===== config.mk =====
export PLATFORM = sky130hd
export DESIGN_NAME = exec_alu_fu
export DESIGN_NICKNAME = d
export VERILOG_FILES = /design/src/rtl/exec_alu_fu_pkg.sv /design/src/rtl/exec_alu_fu_mul_iter.sv /design/src/rtl/exec_alu_fu.sv
export SDC_FILE = /design/constraint.sdc
export NUM_CORES = 1
export LEC_CHECK = 0
export CAP_MARGIN = 15
export CORE_MARGIN = 4
export CORE_UTILIZATION = 53
export CTS_CLUSTER_DIAMETER = 120
export DETAILED_ROUTE_END_ITERATION = 8
export PLACE_DENSITY = 0.79
export RECOVER_POWER = 50
export SLEW_MARGIN = 10
export SYNTH_ARGS = -nofsm -noshare
export SYNTH_HDL_FRONTEND = slang
export SYNTH_HIERARCHICAL = 1
export SYNTH_SLANG_ARGS = --single-unit

===== constraint.sdc =====
create_clock -name clk -period 2.2 [get_ports clk]
set_clock_uncertainty 0.2 [all_clocks]
set_input_delay 0.44 -clock clk [delete_from_list [all_inputs] [get_ports clk]]
set_output_delay 0.44 -clock clk [all_outputs]
set_load 0.05 [all_outputs]

===== src/rtl/exec_alu_fu_pkg.sv =====
// Shared op encoding and width defaults for the integer FU and the reservation station.
// Define MUL_ENABLE_EN to build the iterative multiplier state.
package exec_alu_fu_pkg;

    localparam int XLEN_DEF   = 32;
    localparam int ROB_W_DEF  = 6;
    localparam int PREG_W_DEF = 6;

    typedef enum logic [3:0] {
        FU_ADD  = 4'd0,
        FU_SUB  = 4'd1,
        FU_AND  = 4'd2,
        FU_OR   = 4'd3,
        FU_XOR  = 4'd4,
        FU_SLL  = 4'd5,
        FU_SRL  = 4'd6,
        FU_SRA  = 4'd7,
        FU_SLT  = 4'd8,
        FU_SLTU = 4'd9,
        FU_MUL  = 4'd10
    } fu_op_t;

`ifdef MUL_ENABLE_EN
    typedef enum logic [1:0] {
        ST_IDLE     = 2'd0,
        ST_MUL_BUSY = 2'd1,
        ST_DONE     = 2'd2
    } fu_state_t;
`else
    typedef enum logic [1:0] {
        ST_IDLE = 2'd0,
        ST_DONE = 2'd2
    } fu_state_t;
`endif

endpackage


===== src/rtl/exec_alu_fu_mul_iter.sv =====
// Iterative shift-add multiplier: one partial product per edge, XLEN steps, low XLEN bits kept.
// done/product are valid combinationally during the final step so the owner can capture on that edge.
module mul_iter #(
    parameter int XLEN = 32
) (
    input  logic            clk,
    input  logic            rst,
    input  logic            start,
    input  logic            clear,
    input  logic [XLEN-1:0] a,
    input  logic [XLEN-1:0] b,
    output logic            done,
    output logic [XLEN-1:0] product
);

    localparam int CW = $clog2(XLEN);

    logic            busy;
    logic [CW-1:0]   cnt;
    logic [XLEN-1:0] mcand;
    logic [XLEN-1:0] mplier;
    logic [XLEN-1:0] acc;
    logic [XLEN-1:0] partial;

    assign partial = mplier[0] ? mcand : '0;
    assign product = acc + partial;
    assign done    = busy && (cnt == CW'(XLEN - 1));

    always_ff @(posedge clk or posedge rst) begin
        if (rst) begin
            busy   <= 1'b0;
            cnt    <= '0;
            mcand  <= '0;
            mplier <= '0;
            acc    <= '0;
        end else if (clear) begin
            busy <= 1'b0;
            cnt  <= '0;
            acc  <= '0;
        end else if (start) begin
            busy   <= 1'b1;
            cnt    <= '0;
            mcand  <= a;
            mplier <= b;
            acc    <= '0;
        end else if (busy) begin
            acc    <= product;
            mcand  <= mcand << 1;
            mplier <= mplier >> 1;
            if (done) begin
                busy <= 1'b0;
                cnt  <= '0;
            end else begin
                cnt <= cnt + CW'(1);
            end
        end
    end

endmodule


===== src/rtl/exec_alu_fu.sv =====
// Integer FU at the RS issue port: executes one op, holds the result until the CDB grants it.
// Optional iterative MUL is built when MUL_ENABLE_EN is defined.
module exec_alu_fu
    import exec_alu_fu_pkg::*;
#(
    parameter int ROB_W  = ROB_W_DEF,
    parameter int PREG_W = PREG_W_DEF,
    parameter int XLEN   = XLEN_DEF
) (
    input  logic              clk,
    input  logic              rst,
    input  logic              issue_valid,
    input  logic [3:0]        issue_op,
    input  logic [ROB_W-1:0]  issue_rob,
    input  logic [PREG_W-1:0] issue_pd,
    input  logic [XLEN-1:0]   issue_a,
    input  logic [XLEN-1:0]   issue_b,
    input  logic              flush,
    output logic              fu_ready,
    output logic              wb_valid,
    output logic [XLEN-1:0]   wb_data,
    output logic [ROB_W-1:0]  wb_rob,
    output logic [PREG_W-1:0] wb_pd,
    input  logic              wb_grant
);

    fu_state_t       state;
    fu_op_t          op;
    logic [4:0]      shamt;
    logic [XLEN-1:0] alu_res;
    logic            accept;
    logic            start_mul;

    assign op     = fu_op_t'(issue_op);
    assign shamt  = issue_b[4:0];
    // A granted DONE slot frees in the same cycle, allowing back-to-back issue.
    assign fu_ready = ((state == ST_IDLE) || ((state == ST_DONE) && wb_grant)) && !flush;
    assign accept   = issue_valid && fu_ready;

    always_comb begin
        alu_res = '0;
        case (op)
            FU_ADD:  alu_res = issue_a + issue_b;
            FU_SUB:  alu_res = issue_a - issue_b;
            FU_AND:  alu_res = issue_a & issue_b;
            FU_OR:   alu_res = issue_a | issue_b;
            FU_XOR:  alu_res = issue_a ^ issue_b;
            FU_SLL:  alu_res = issue_a << shamt;
            FU_SRL:  alu_res = issue_a >> shamt;
            FU_SRA:  alu_res = $signed(issue_a) >>> shamt;
            FU_SLT:  alu_res = {{(XLEN-1){1'b0}}, ($signed(issue_a) < $signed(issue_b))};
            FU_SLTU: alu_res = {{(XLEN-1){1'b0}}, (issue_a < issue_b)};
            default: alu_res = '0;
        endcase
    end

`ifdef MUL_ENABLE_EN
    logic            mul_done;
    logic [XLEN-1:0] mul_product;

    assign start_mul = accept && (op == FU_MUL);

    mul_iter #(.XLEN(XLEN)) u_mul (
        .clk     (clk),
        .rst     (rst),
        .start   (start_mul),
        .clear   (flush),
        .a       (issue_a),
        .b       (issue_b),
        .done    (mul_done),
        .product (mul_product)
    );
`else
    assign start_mul = 1'b0;
`endif

    always_ff @(posedge clk or posedge rst) begin
        if (rst) begin
            state    <= ST_IDLE;
            wb_valid <= 1'b0;
            wb_data  <= '0;
            wb_rob   <= '0;
            wb_pd    <= '0;
        end else if (flush) begin
            state    <= ST_IDLE;
            wb_valid <= 1'b0;
        end else if (accept) begin
            wb_rob <= issue_rob;
            wb_pd  <= issue_pd;
`ifdef MUL_ENABLE_EN
            if (start_mul) begin
                state    <= ST_MUL_BUSY;
                wb_valid <= 1'b0;
            end else begin
                state    <= ST_DONE;
                wb_valid <= 1'b1;
                wb_data  <= alu_res;
            end
`else
            state    <= ST_DONE;
            wb_valid <= 1'b1;
            wb_data  <= alu_res;
`endif
        end else begin
            case (state)
                ST_DONE: begin
                    if (wb_grant) begin
                        state    <= ST_IDLE;
                        wb_valid <= 1'b0;
                    end
                end
`ifdef MUL_ENABLE_EN
                ST_MUL_BUSY: begin
                    if (mul_done) begin
                        state    <= ST_DONE;
                        wb_valid <= 1'b1;
                        wb_data  <= mul_product;
                    end
                end
`endif
                default: state <= state;
            endcase
        end
    end

    logic unused_start;
    assign unused_start = start_mul;

endmodule


==> results of run 1 <==
[cell usage after synthesis, drive strengths merged (13+ instances only)]
cell	number	area [sq um]
mux2	28	323
a22oi	15	113
a211oi	26	205
nor2	148	558
nor3	31	155
a21oi	109	546
mux2i	40	400
a21o	13	97.6
buf	46	292
o31ai	18	135
nand3	28	140
clkbuf	62	233
nor2b	17	106
mux4	52	1190
a221oi	24	223
o211ai	25	193
o21ai	96	480
o221ai	20	175
o22ai	15	93.8
dfrtp	45	1130
ha	98	1230
inv	100	375
nand2	135	507
a31oi	25	156
o21bai	13	97.6
[metal layers]
layer | global-route usage | GRT overflow
met5 | 0.0818 | 0
met4 | 0.611 | 2
met3 | 0.376 | 0
met1 | 0.679 | 0
met2 | 0.852 | 4
[per-stage QoR]
step	hold WS (ps)	setup WS, ps
global placement	269	-1680
floorplan	303	-1070
CTS	289	-707
detailed placement	275	-1710
[timing repair]
item / 4_1_cts
endpoints found under the setup margin: 32
gates resized for setup: 503
setup buffers: 75
pin swaps: 148
gates cloned: 2
[cells by family after synthesis]
family	Yosys count	share of synthesized area
and+or+nand+nor	425	0.182
adders and majority gates	100	0.120
xor gates and xnor gates	9	0.00747
muxes	120	0.181
AOI/OAI and AO/OA	490	0.317
buffers and inverters	209	0.0856
DFF	45	0.107
==> flow_metrics.tcl, run 1 <==
set metrics [dict create \
    stop_stage "global routing" \
    pin_count_of_the_biggest_net_entering_global_routing 47 \
    tritoncts.num_buffers 5 \
    detailedPlacementHpwl_mm 43.2 \
    max-clock-path-buffers 2 \
    global_route.usage.total 0.638 \
    initial_util 0.540 \
    postSynth.topFlopCell "dfrtp_1" \
    ys_warns 6 \
    ys_seq_elements 45 \
    floorplan.rows 51 \
    syn_nets 1583 \
    synth_edf_count 0 \
    globalplace.congestion 1.12 \
    clock_root_buffer "clkbuf_16" \
    grt_pass1_wl_mm 109 \
    postSynth.asyncResetShare 1.00 \
    syn-mean-instance-area_sq_um 7.54 \
    numPlacedInstances 2196 \
    cts_hold_buffers 0 \
    ios 131 \
    mappedNetlistArea_sq_mm 0.0105 \
    tritoncts_sinks 45 \
    synth_seq_area_share 0.107 \
    tool.error "[ERROR GRT-0116] Global routing finished with congestion. Check the congestion regions in the DRC Viewer." \
    outcome "did not finish" \
    ctsHtreeMaxLevel 2 \
    placement.io_buffers 130 \
    first_global_vias 18700 \
    global_route.overflow_total 6 \
    placement.cell_area_sq_mm 0.0158 \
    floorplan.die.width_um 149 \
    synth_cells 1398 \
    ys_types 79 \
    die_y_um 149 \
]
==> inputs of run 2 (changes only) <==
--- a/config.mk
+++ b/config.mk
@@ -7,10 +7,9 @@
 export LEC_CHECK = 0
 export CAP_MARGIN = 15
 export CORE_MARGIN = 4
-export CORE_UTILIZATION = 53
-export CTS_CLUSTER_DIAMETER = 120
+export CORE_UTILIZATION = 40
 export DETAILED_ROUTE_END_ITERATION = 8
-export PLACE_DENSITY = 0.79
+export PLACE_DENSITY_LB_ADDON = 0.15
 export RECOVER_POWER = 50
 export SLEW_MARGIN = 10
 export SYNTH_ARGS = -nofsm -noshare
==> constraint.sdc (replaced) <==
create_clock -name clk -period 2.85 [get_ports clk]
set_clock_uncertainty 0.2 [all_clocks]
set_input_delay 0.57 -clock clk [delete_from_list [all_inputs] [get_ports clk]]
set_output_delay 0.57 -clock clk [all_outputs]
set_load 0.05 [all_outputs]
==> flow_metrics.tcl, run 2 <==
set metrics [dict create \
    crit_path_start_kind "input pin" \
    mappedNetlistArea_sq_mm 0.0105 \
    clock_root_buffer "clkbuf_16" \
    layout-drive-gt1-share 0.515 \
    max-clock-path-buffers 2 \
    period_minus_ws_final_ps 3140 \
    criticalPathCategory "input pin to flip-flop" \
    syn-mean-instance-area_sq_um 7.54 \
    maxSlewViolCount 0 \
    ys_types 79 \
    number_of_maximum_capacitance_constraint_violations 0 \
    synth_edf_count 0 \
    share_seq_of_total_power 0.141 \
    postSynth.asyncResetShare 1.00 \
    largest_register_ff_count 32 \
    final_common_cell "buf_4" \
    detail_route.first_pass.iterations 6 \
    num-nets-final 2228 \
    setup-violations-final 29 \
    routed_wl_mm 59.2 \
    drt_iter0_drc 1911 \
    first_global_vias 14500 \
    drt-vias-per-instance 6.30 \
    fillers 2035 \
    pre_cts_slack_ps -1240 \
    holdCritPathClass "flip-flop to flip-flop" \
    cts.clk_slew.worst_paths_ps 70 \
    design.die.area_sq_mm 0.0290 \
    cts_tree "yes" \
    cts_hold_buffers 0 \
    floorplan.rows 59 \
    finalCritPeriodShare 1.10 \
    timing_worst_slew_pin_value_ps 835 \
    synth_cells 1398 \
    synth_seq_area_share 0.107 \
    number_of_antenna_violations_at_the_first_check_in_global_routing 0 \
    vdd_ir_drop_max_mv 0.322 \
    post_detailed_route_drc_marker_count 0 \
    sw_frac 0.455 \
    pin_count_of_the_biggest_net_entering_global_routing 60 \
    switchingPower_uw 2560 \
    tritoncts.num_buffers 5 \
    arrival_ps 3120 \
    ys_warns 6 \
    multi_input_comb_area_sq_mm 0.0104 \
    synthMostInstantiatedCell "nor2_1" \
    mostFrequentLayoutCells "532 x buf_4, 128 x nor2_1, 127 x nand2_1, 76 x a21oi_1, 70 x buf_6" \
    largest-register "wb_data" \
    antenna_left 0 \
    placement.io_buffers 130 \
    antennaDiodeCount 0 \
    failing_checks "negative setup slack" \
    ctsHtreeMaxLevel 2 \
    timing.critical_path.to_type "flip-flop" \
    biggestRegsByFlops "wb_data x32, wb_pd x6, wb_rob x6" \
    synth.largest_area_cell "ha_1" \
    core_region_area_sq_mm 0.0260 \
    ys_seq_elements 45 \
    power_density_over_the_cells_mw_per_mm2 297 \
    areaGrowthSynthToFinish_pct 79.6 \
    routedWlPerCell_um 24.9 \
    clock_insertion_delay_worst_skew_ps 290 \
    global_route.overflow_total 0 \
    slew_headroom 0.443 \
    max_freq_mhz 318 \
    postSynth.topFlopCell "dfrtp_1" \
    clock_power_share 0.118 \
    finalWorstSetupSlack_ps -291 \
    critical_path.max_fanout 6 \
    global_route.usage.total 0.388 \
    seq_area_sq_mm 0.00113 \
    setup_repair_after_global_routing_missed_its_margin "true" \
    crit_path_required_time_ps 2830 \
    synth_common_cells "147 x nor2_1, 135 x nand2_1, 109 x a21oi_1" \
    synth_top_area_share 0.116 \
    numPlacedInstances 2301 \
    die_y_um 170 \
    final.setup.tns_ps -4000 \
    detailedPlacementHpwl_mm 45.5 \
    floorplan.die.width_um 170 \
    syn_nets 1583 \
    total_via_count_in_the_routed_design 15000 \
    power_frac_comb 0.740 \
    tritoncts_sinks 45 \
    grt_pass1_wl_mm 87.2 \
    ios 131 \
    globalplace.congestion 1.05 \
    initial_util 0.406 \
    report.final.hold_viol_count 0 \
    p_leak_uw 0.00829 \
    final_cell_count_without_fillers 2378 \
    p_int_uw 3070 \
    synth.area.top_cells "ha_1 12%, dfrtp_1 11%, mux4_2 10%" \
    outcome "finished, violations left" \
]
-- run 2: repair_timing --
item                                   4_1_cts  5_1_grt
gates resized for setup                    475      199
gates cloned                                 0        1
setup endpoints to repair                   32       32
buffers inserted                            51       33
endpoints found under the hold margin        0        0
pin swaps                                  145      138
-- run 2: final cells by class --
type,count,share of cell area
timing repair buffer,746,0.337
sequential,45,0.0595
tap,335,0.0221
clock buffer,5,0.00661
clock inverter,2,0.00185
inverter,101,0.0225
multi-input combinational,1144,0.551
-- run 2: logic make-up (layout without fill, tap and decap cells) --
group,Yosys count,count (layout),synth area share
mux,120,120,0.181
compound gates,490,490,0.317
fa+ha+maj,100,100,0.120
simple gates,425,425,0.182
buf+inv,209,854,0.0856
flops,45,45,0.107
xor+xnor,9,9,0.00747
-- run 2: through the flow --
| stage | total power [uW] | hold slack, ps | util | instance area, sq um |
|---|---|---|---|---|
| finish | 5630 | 283 | 0.729 | 18900 |
| floorplan | 2560 | 436 | - | 10800 |
| global placement | 4220 | 266 | 0.624 | 16200 |
| CTS | 5300 | 292 | 0.692 | 18000 |
| global route | 5880 | 310 | 0.729 | 18900 |
| detailed placement | 4250 | 278 | 0.624 | 16200 |
-- run 2: worst max-delay path: stages --
cell and delay [ps]:
buf_12 120, buf_12 140, buf_8 120, mux2_4 290, mux4_2 560, a22o_1 240, buf_4 140, o22a_1 190
a211oi_2 190, buf_4 180, o211ai_1 120, o22ai_1 170, a21oi_1 90
-- run 2: final timing paths --
check,from,endpoint,slack (ps),cells after the start
max,issue_b[0],wb_data[28]$_DFFE_PP0P_,-290,13
min,wb_data[1]$_DFFE_PP0P_,wb_data[1]$_DFFE_PP0P_,280,2
max reg2reg,wb_valid$_DFFE_PP0P_,wb_data[30]$_DFFE_PP0P_,420,8
min reg2reg,wb_data[1]$_DFFE_PP0P_,wb_data[1]$_DFFE_PP0P_,280,2
max in group asynchronous,rst,wb_data[4]$_DFFE_PP0P_,590,3
min in group asynchronous,rst,wb_valid$_DFFE_PP0P_,600,2
-- run 2: per-layer routing --
| metal | wire length [um] | part of all wire | GRT usage |
|---|---|---|---|
| met5 | 0 | 0 | 0 |
| met4 | 4220 | 0.071 | 0.186 |
| met3 | 5210 | 0.088 | 0.0544 |
| met2 | 27100 | 0.46 | 0.640 |
| met1 | 22600 | 0.38 | 0.501 |
-- run 2: power by group through the flow --
stage | logic (uW) | clock network, uW | registers [uW]
6_report | 4170 | 666 | 797
5_1_grt | 4370 | 699 | 809
4_1_cts | 3830 | 672 | 798
3_5_place_dp | 3440 | 0 | 809
3_3_place_gp | 3410 | 0 | 807
2_1_floorplan | 1410 | 0 | 1150
No activity file was read; power rests on OpenSTA's default activity.
==> inputs of run 3 (changes only) <==
--- a/config.mk
+++ b/config.mk
@@ -5,13 +5,14 @@
 export SDC_FILE = /design/constraint.sdc
 export NUM_CORES = 1
 export LEC_CHECK = 0
+export ABC_CLOCK_PERIOD_IN_PS = 2850
 export CAP_MARGIN = 15
 export CORE_MARGIN = 4
 export CORE_UTILIZATION = 40
 export DETAILED_ROUTE_END_ITERATION = 8
 export PLACE_DENSITY_LB_ADDON = 0.15
 export RECOVER_POWER = 50
-export SLEW_MARGIN = 10
+export SLEW_MARGIN = 30
 export SYNTH_ARGS = -nofsm -noshare
 export SYNTH_HDL_FRONTEND = slang
 export SYNTH_HIERARCHICAL = 1
==> results of run 3 <==
The final DEF is identical to that of run 2; final timing and power are the same.
==> inputs of run 4 (changes only) <==
--- a/config.mk
+++ b/config.mk
@@ -6,13 +6,11 @@
 export NUM_CORES = 1
 export LEC_CHECK = 0
 export ABC_CLOCK_PERIOD_IN_PS = 2850
-export CAP_MARGIN = 15
 export CORE_MARGIN = 4
 export CORE_UTILIZATION = 40
 export DETAILED_ROUTE_END_ITERATION = 8
 export PLACE_DENSITY_LB_ADDON = 0.15
 export RECOVER_POWER = 50
-export SLEW_MARGIN = 30
 export SYNTH_ARGS = -nofsm -noshare
 export SYNTH_HDL_FRONTEND = slang
 export SYNTH_HIERARCHICAL = 1
==> results of run 4 <==
The final DEF is identical to that of run 2; final timing and power are the same.
